==> config.mk <==
export PLATFORM = sky130hd
export DESIGN_NAME = bip_exec_controller
export DESIGN_NICKNAME = d
export VERILOG_FILES = /design/src/rtl/bip_exec_controller.sv
export SDC_FILE = /design/constraint.sdc
export NUM_CORES = 1
export LEC_CHECK = 0
export CAP_MARGIN = 15
export CORE_MARGIN = 2
export CORE_UTILIZATION = 29
export DETAILED_ROUTE_END_ITERATION = 12
export PLACE_DENSITY = 0.61
export SLEW_MARGIN = 0
export SYNTH_ARGS = -nofsm -noshare
export SYNTH_HDL_FRONTEND = slang
export SYNTH_SLANG_ARGS = --single-unit
==> constraint.sdc <==
create_clock -name i_clk -period 5.9 [get_ports i_clk]
set_input_delay 0.885 -clock i_clk [delete_from_list [all_inputs] [get_ports i_clk]]
set_output_delay 0.885 -clock i_clk [all_outputs]
set_load 0.1 [all_outputs]
==> src/rtl/bip_exec_controller.sv <==
// ---------------------------------------------------------------------------
// bip_exec_controller
//
// Purpose:
//   Execution controller for a small BIP-style CPU. It gates the CPU clock
//   enable for free-running (RUN) and single-instruction (STEP) execution,
//   stops in front of an HLT word so it is never executed, and can stream the
//   first DUMP_DEPTH data-memory words out over a valid/ready interface. The
//   data-memory port is shared: the CPU owns it outside a dump, the dump
//   engine owns it during a dump.
//
// Parameters:
//   DUMP_DEPTH : words streamed per dump, starting at address 0 (1..2048)
//   CNT_W      : width of the executed-cycle counter
//
// Ports:
//   i_clk            rising-edge clock for all state
//   i_reset          synchronous, active-high reset
//   i_cmd_run        single-cycle strobe: start free-running execution
//   i_cmd_step       single-cycle strobe: execute one instruction
//   i_cmd_dump       single-cycle strobe: stream data memory out
//   i_instruction    current program-memory word, opcode in [15:11]
//   i_cpu_addr_dm    CPU data-memory address
//   i_cpu_rd/_wr     CPU data-memory read / write request
//   i_dm_data        data-memory read data, valid the cycle after o_dm_rd
//   o_cpu_en         CPU advances one instruction on an edge where this is 1
//   o_dm_addr        arbitrated data-memory address
//   o_dm_rd/_wr      arbitrated data-memory read / write
//   o_dump_data      dump word
//   o_dump_addr      address of the dump word
//   o_dump_valid     dump word is valid
//   i_dump_ready     consumer accepts the dump word
//   o_dump_done      one-cycle pulse after the last dump word is accepted
//   o_halted         CPU is halted (also during a dump started from halt)
//   o_cycle_count    number of cycles with o_cpu_en=1, saturating
// ---------------------------------------------------------------------------
module bip_exec_controller #(
    parameter int DUMP_DEPTH = 16,
    parameter int CNT_W      = 16
) (
    input  logic             i_clk,
    input  logic             i_reset,
    input  logic             i_cmd_run,
    input  logic             i_cmd_step,
    input  logic             i_cmd_dump,
    input  logic [15:0]      i_instruction,
    input  logic [10:0]      i_cpu_addr_dm,
    input  logic             i_cpu_rd,
    input  logic             i_cpu_wr,
    input  logic [15:0]      i_dm_data,
    output logic             o_cpu_en,
    output logic [10:0]      o_dm_addr,
    output logic             o_dm_rd,
    output logic             o_dm_wr,
    output logic [15:0]      o_dump_data,
    output logic [10:0]      o_dump_addr,
    output logic             o_dump_valid,
    input  logic             i_dump_ready,
    output logic             o_dump_done,
    output logic             o_halted,
    output logic [CNT_W-1:0] o_cycle_count
);

    typedef enum logic [2:0] {
        S_IDLE     = 3'd0,
        S_RUN      = 3'd1,
        S_STEP     = 3'd2,
        S_HALT     = 3'd3,
        S_DUMP_RD  = 3'd4,
        S_DUMP_CAP = 3'd5,
        S_DUMP_OUT = 3'd6
    } state_t;

    localparam logic [10:0]      LAST_PTR = 11'(DUMP_DEPTH - 1);
    localparam logic [CNT_W-1:0] CNT_MAX  = {CNT_W{1'b1}};

    state_t            r_state;
    logic              r_ret_halt;     // 1: dump returns to HALT, 0: to IDLE
    logic [10:0]       r_ptr;
    logic [15:0]       r_dump_data;
    logic [10:0]       r_dump_addr;
    logic              r_dump_done;
    logic [CNT_W-1:0]  r_cycle_count;

    logic              w_halt_op;
    logic              w_in_dump;
    logic              w_cpu_en;

    // Instruction decode and CPU enable; the enable drops on an HLT word so
    // the CPU stops in front of it instead of executing it.
    always_comb begin
        w_halt_op = (i_instruction[15:11] == 5'b00000);
        w_in_dump = (r_state == S_DUMP_RD) || (r_state == S_DUMP_CAP) ||
                    (r_state == S_DUMP_OUT);
        w_cpu_en  = 1'b0;
        if (!i_reset && ((r_state == S_RUN) || (r_state == S_STEP)) && !w_halt_op) begin
            w_cpu_en = 1'b1;
        end else begin
            w_cpu_en = 1'b0;
        end
    end

    // Data-memory arbitration: the CPU owns the port except while dumping.
    // The dump engine never writes, so o_dm_wr is forced low in dump states.
    always_comb begin
        o_dm_addr = i_cpu_addr_dm;
        o_dm_rd   = 1'b0;
        o_dm_wr   = 1'b0;
        if (i_reset || !w_in_dump) begin
            o_dm_addr = i_cpu_addr_dm;
            o_dm_rd   = i_cpu_rd & w_cpu_en;
            o_dm_wr   = i_cpu_wr & w_cpu_en;
        end else begin
            o_dm_addr = r_ptr;
            o_dm_rd   = (r_state == S_DUMP_RD);
            o_dm_wr   = 1'b0;
        end
    end

    // Status and dump outputs; all held at zero while reset is asserted,
    // even in the reset cycle itself before the state has been cleared.
    always_comb begin
        o_cpu_en      = w_cpu_en;
        o_dump_valid  = 1'b0;
        o_halted      = 1'b0;
        o_dump_data   = 16'h0000;
        o_dump_addr   = 11'h000;
        o_dump_done   = 1'b0;
        o_cycle_count = '0;
        if (!i_reset) begin
            o_dump_valid  = (r_state == S_DUMP_OUT);
            o_halted      = (r_state == S_HALT) || (w_in_dump && r_ret_halt);
            o_dump_data   = r_dump_data;
            o_dump_addr   = r_dump_addr;
            o_dump_done   = r_dump_done;
            o_cycle_count = r_cycle_count;
        end else begin
            o_dump_valid  = 1'b0;
            o_halted      = 1'b0;
            o_dump_data   = 16'h0000;
            o_dump_addr   = 11'h000;
            o_dump_done   = 1'b0;
            o_cycle_count = '0;
        end
    end

    // Control FSM, dump pointer/capture registers and saturating cycle counter.
    always_ff @(posedge i_clk) begin
        if (i_reset) begin
            r_state       <= S_IDLE;
            r_ret_halt    <= 1'b0;
            r_ptr         <= 11'h000;
            r_dump_data   <= 16'h0000;
            r_dump_addr   <= 11'h000;
            r_dump_done   <= 1'b0;
            r_cycle_count <= '0;
        end else begin
            r_dump_done <= 1'b0;

            if (w_cpu_en && (r_cycle_count != CNT_MAX)) begin
                r_cycle_count <= r_cycle_count + {{(CNT_W-1){1'b0}}, 1'b1};
            end else begin
                r_cycle_count <= r_cycle_count;
            end

            case (r_state)
                S_IDLE: begin
                    // Simultaneous strobes resolve RUN > STEP > DUMP.
                    if (i_cmd_run) begin
                        r_state <= S_RUN;
                    end else if (i_cmd_step) begin
                        r_state <= S_STEP;
                    end else if (i_cmd_dump) begin
                        r_ret_halt <= 1'b0;
                        r_state    <= S_DUMP_RD;
                    end else begin
                        r_state <= S_IDLE;
                    end
                end
                S_RUN: begin
                    if (w_halt_op) begin
                        r_state <= S_HALT;
                    end else begin
                        r_state <= S_RUN;
                    end
                end
                S_STEP: begin
                    if (w_halt_op) begin
                        r_state <= S_HALT;
                    end else begin
                        r_state <= S_IDLE;
                    end
                end
                S_HALT: begin
                    // Only a dump (or reset) leaves HALT.
                    if (i_cmd_dump) begin
                        r_ret_halt <= 1'b1;
                        r_state    <= S_DUMP_RD;
                    end else begin
                        r_state <= S_HALT;
                    end
                end
                S_DUMP_RD: begin
                    r_state <= S_DUMP_CAP;
                end
                S_DUMP_CAP: begin
                    // Read data returned for the address issued last cycle.
                    r_dump_data <= i_dm_data;
                    r_dump_addr <= r_ptr;
                    r_state     <= S_DUMP_OUT;
                end
                S_DUMP_OUT: begin
                    if (i_dump_ready) begin
                        if (r_ptr == LAST_PTR) begin
                            r_ptr       <= 11'h000;
                            r_dump_done <= 1'b1;
                            if (r_ret_halt) begin
                                r_state <= S_HALT;
                            end else begin
                                r_state <= S_IDLE;
                            end
                        end else begin
                            r_ptr   <= r_ptr + 11'd1;
                            r_state <= S_DUMP_RD;
                        end
                    end else begin
                        r_state <= S_DUMP_OUT;
                    end
                end
                default: begin
                    r_state <= S_IDLE;
                end
            endcase
        end
    end

endmodule

**After elaboration in Yosys (flattened, before gate mapping)**

Cells that the tools add are included.

- Reductions and logical operators: 18
- Add/subtract/negate cells: 2
- Muxes and demuxes: 27
- Bitwise gates (word level): 4
- Equal/unequal tests: 12

Operators by type and width:

| kind | count |
|---|---|
| $mux 11 | 3 |
| $mux 16 | 2 |
| $pmux 3 s7 | 1 |
| $mux 3 | 6 |
| $add 16x1->16 const B | 1 |
| $ne 16x16->1 const B | 1 |
| $add 11x1->11 const B | 1 |
| $eq 11x4->1 const B | 1 |
| $mux 1 | 11 |
| $eq 3x3->1 const B | 3 |
| $ne 2x2->1 const B | 4 |
| $eq 3x2->1 const B | 2 |
| $mux 2 | 3 |
| $logic_not 5->1 | 1 |
| $logic_or 1x1->1 | 5 |
| $reduce_and 5->1 | 1 |
| $logic_and 1x1->1 | 4 |
| $eq 3x1->1 const B | 1 |
| $logic_not 1->1 | 3 |
| $logic_not 3->1 | 1 |
| $reduce_or 3->1 | 1 |
| $and 1x1->1 | 2 |
| $not 1->1 | 2 |
| $pmux 1 s2 | 1 |
| 2 further kinds | 2 |

- Output and inout bits: 60
- Input port bits: 51
- Flip-flop bits (word level): 59

**Logic depth before layout (Yosys ltp)**

- Depth in word-level cells: 7
- Depth in mapped cells: 8

**Worst setup path before layout**

Ideal clock, no wire load.

- Path type: in2out
- Start point: in i_instruction[11]
- End point: out o_dm_wr
- Slack: 1.431 ns
- Data arrival time: 3.584 ns
- Buffers on the path: 2
- Data required time: 5.015 ns
- Cell stages on the path: 5
- Cells stage by stage: or4_4 -> o211ai_2 -> buf_6 -> buf_6 -> nor3b_1

- Word-level cells in the longest chain between the ends: 6

RTL lines:

| element | RTL line | text |
|---|---|---|
| from (decl) | 46 | `input logic [15:0] i_instruction,` |
| $logic_not 5->1 | 92 | `w_halt_op = (i_instruction[15:11] == 5'b00000);` |
| $logic_not 1->1 | 96 | `if (!i_reset && ((r_state == S_RUN) \|\| (r_state == S_STEP)) && !w_halt_op) begin` |
| $logic_and 1x1->1 | 96 |  |
| $mux 1 | 96 |  |
| $and 1x1->1 | 112 | `o_dm_wr = i_cpu_wr & w_cpu_en;` |
| $mux 1 | 109 | `if (i_reset \|\| !w_in_dump) begin` |
| to (decl) | 54 | `output logic o_dm_wr,` |

Every way passes these cells.

**Final worst setup path**

- Start point: in i_instruction[11]
- End point: out o_cpu_en

- Word-level cells in the longest chain between the ends: 4

RTL lines:

| element | RTL line | text |
|---|---|---|
| $logic_not 5->1 | 92 |  |
| $logic_not 1->1 | 96 |  |
| $logic_and 1x1->1 | 96 |  |
| $mux 1 | 96 |  |
| to (decl) | 51 | `output logic o_cpu_en,` |

Every way passes these cells.

==> summary.md <==
| Metric | Value |
|---|---|
| Post-route ant nets | `0` |
| # DRC | `0` |
| Final Hold Fails | `0` |
| Synth warn | `0` |
| Register area share after synthesis | `38.1%` |
| Hold Buf Count CTS | `0` |
| Final worst-path cycle share | `72.0%` |
| Core Rows | `37` |
| Worst IR drop on VDD | `127 uV` |
| Largest net degree at the start of global routing | `94` |
| Via density | `around 4.8` |
| Top Ports | `111` |
| CP required | `approximately 5.0 ns` |
| Unrepaired setup endpoints after global routing | `false` |
| Worst hold stages | `2` |
| CP max-delay cell | `clkdlybuf4s50_1` |
| Initial Util | `30.0%` |
| DRT iter0 DRCs | `103` |
| TritonRoute pass-1 iters | `4` |
| DP HPWL | `around 5700 um` |
| Worst path max stage delay | `0.98 ns` |
| Area leader, netlist | `dfxtp_1` |
| Setup Skew | `0.0104 ns` |
| Reg2reg end | `r_cycle_count[14]` |
| Placed insts | `601` |
| Int Power | `750 uW` |
| FF-to-FF path depth | `5` |
| Hold EP | `r_dump_data[10]` |
| Post-Syn Nets | `446` |
| Final number of setup-violating endpoints | `0` |
| Via Count | `3000` |
| Setup Fix Bufs, Post-CTS | `0` |
| Syn_area_per_cell | `7.88 sq um` |
| Clock sink count | `59` |
| Final setup TNS | `0 ns` |
| Comb power frac | `18.3%` |
| Die H | `roughly 110 um` |
| Area share of the largest cell type after synthesis | `38.1%` |
| DR WL/cell | `13.3 um` |
| Flop2flop setup slack | `3.84 ns` |
| Sw Pwr | `300 uW` |
| Fmax achieved | `0.235 GHz` |
| Critical Path, Cell by Cell | `clkdlybuf4s50_1 -> or4_4 -> o211ai_2 -> buf_4 -> inv_1 -> clkdlybuf4s50_1` |
| Switching share of power | `28.6%` |
| Min-delay worst type | `register to register` |
| Power per cell area | `about 240 mW/mm^2` |
| Nets | `between 500 and 600` |
| Slew Limit Fails | `0` |
| Slew at the pin closest to its max-slew limit | `0.999 ns` |
| Clk Latency, worst-skew pair | `0.33 ns` |
| Yosys cell types | `between 40 and 50` |
| Layout Cells excl Fill | `619` |
| Layout area overhead | `41.9%` |
| GR Overflow Total | `0` |
| CTS tree | `built` |
| Largest cells by area after synthesis | `dfxtp_1, nor2b_1, nand2_1` |
| Largest fanout on the critical path | `22` |
| Routed WL | `8240 um` |
| Die Width | `107 um` |
| Worst Path Arrival | `3.37 ns` |
| Pleak | `0.00148 uW` |
| Num CTS Buffers | `9` |
| Slew margin rel. | `~33%` |
| I/O Buffers | `between 90 and 100` |
| Placeable core region | `approximately 0.010 sq mm` |
| Post-CTS Resized | `0` |
| Sequential fraction of design power | `39.7%` |
| Min cycle time layout | `between 4 and 5 ns` |
| Commonest non-fill, non-tap cell in the layout | `clkdlybuf4s50_1` |
| H-tree levels | `3` |
| Crit Path Category | `input port to primary output` |
| Crit path top cell by count | `clkdlybuf4s50_1` |
| Max-cap violations | `0` |
| Hold Path Origin | `r_dump_data[10]` |
| Clock power share | `between 40% and 50%` |
| Root Driver | `clkbuf_8` |
| Most frequent cells in the layout | `clkdlybuf4s50_1, nand2_1, dfxtp_1, nor2b_1, a21oi_1` |
| Tot Pwr | `1050 uW` |
| Initial antenna violation count | `0` |
| Outcome | `finished, final reports clean` |
| Reg clk slew, reported paths | `0.06 ns` |
| Placer Congestion | `0.852` |
| Layout cells sized above 1 | `9.11%` |
| GRT Overall Usage | `approximately 15%` |
| Setup crit start kind | `input port` |
| Yosys reg bits | `59` |
| N_diodes | `0` |
| # fillers | `1016` |
| Die area | `0.0115 sq mm` |
| Global-route wire length before repair | `~13000 um` |
| RR Startpoint | `r_cycle_count[0]` |
| Cells after synthesis | `~400` |
| CP Capture Type | `primary output` |
| Synthesized area | `~0.0031 sq mm` |
| Vias in the first global route | `2844` |
| Clock Path Buffers | `2` |
==> stage by stage <==
step | hold WS, ns | setup slack, ns | util (%) | cell area, sq um
2_1_floorplan | 0.432 | 1.43 | - | 3100
4_1_cts | 0.451 | 1.52 | 42.3 | 4370
6_report | 0.449 | 1.65 | 42.6 | 4390
3_5_place_dp | 0.442 | 1.63 | 40.0 | 4130
3_3_place_gp | 0.439 | 1.66 | 40.0 | 4130
5_1_grt | 0.469 | 1.58 | 42.6 | 4390
==> state kept, by name, summed over array words and instances (netlist names) <==
register       flops
r_ptr             11
r_cycle_count     16
r_dump_data       16
r_dump_addr       11
r_state            3
r_ret_halt         1
r_dump_done        1
==> worst max-delay path: cells and delay by family <==
kind                   cells  cell delay [ns]
AOI/OAI and AO/OA          1             0.15
buffers and inverters      4             1.75
and+or+nand+nor            1             0.56
==> cell families after synthesis <==
kind of cell	Yosys count	synth area share [%]
and+or+nand+nor	204	33.1
adders and majority gates	2	0.808
AOI/OAI and AO/OA	60	12.0
buffers and inverters	36	5.25
DFF	59	38.1
muxes	21	7.64
xor gates and xnor gates	11	3.11
==> layout make-up <==
cell class	instances	area, sq um	area share, %
Clock inverter	7	116	2.65
Inverter	7	26.3	0.598
Multi-Input combinational cell	298	1750	39.9
Tap cell	136	170	3.87
Clock buffer	9	124	2.82
Sequential cell	59	1180	26.9
Timing Repair Buffer	103	1020	23.3
==> power groups by stage <==
| stage | clock network (uW) | logic [uW] | registers (uW) |
|---|---|---|---|
| finish | 442 | 192 | 417 |
| global route | 477 | 203 | 418 |
| CTS | 458 | 192 | 416 |
| detailed placement | 0 | 191 | 426 |
| global placement | 0 | 190 | 425 |
| floorplan | 0 | 145 | 417 |
==> Yosys cell counts, drive strengths merged <==
| cell type | n |
|---|---|
| o41ai | 4 |
| nand3 | 15 |
| and4 | 4 |
| nand2 | 70 |
| nand4b | 1 |
| or3 | 2 |
| and2 | 4 |
| nor2b | 43 |
| a31oi | 1 |
| inv | 7 |
| xor2 | 3 |
| buf | 11 |
| o211ai | 1 |
| nor4 | 10 |
| a211oi | 1 |
| o31ai | 4 |
| o21ai | 9 |
| nand2b | 4 |
| nand4 | 4 |
| clkbuf | 18 |
| nor3b | 1 |
| ha | 2 |
| o21bai | 1 |
| a41oi | 1 |
| a21o | 1 |
| nor3 | 7 |
| nor4b | 2 |
| or4 | 2 |
| o32a | 1 |
| dfxtp | 59 |
| a21oi | 32 |
| mux2 | 21 |
| and4b | 1 |
| and3 | 3 |
| nor2 | 31 |
| xnor2 | 8 |
| a32o | 2 |
| o31a | 1 |
| o21a | 1 |
==> worst max-delay path by stage <==
stage | start | to | cells after the start
3_3_place_gp | i_reset | o_dm_addr[8] | 4
6_report | i_instruction[11] | o_cpu_en | 6
4_1_cts | r_state[2] | o_dm_addr[7] | 4
2_1_floorplan | i_instruction[11] | o_dm_wr | 5
3_5_place_dp | i_reset | o_dm_addr[7] | 4
5_1_grt | i_instruction[11] | o_cpu_en | 6
==> per-layer routing <==
layer  track usage [%]  vias to the layer above  wire [um]
met4              5.22                        0        112
met3              4.72                       10        589
met2              22.9                      102       3570
met5                 0                        -          0
met1              19.1                     1385       3970
li1                  -                     1503          -
Power figures use the tool's default switching activity.
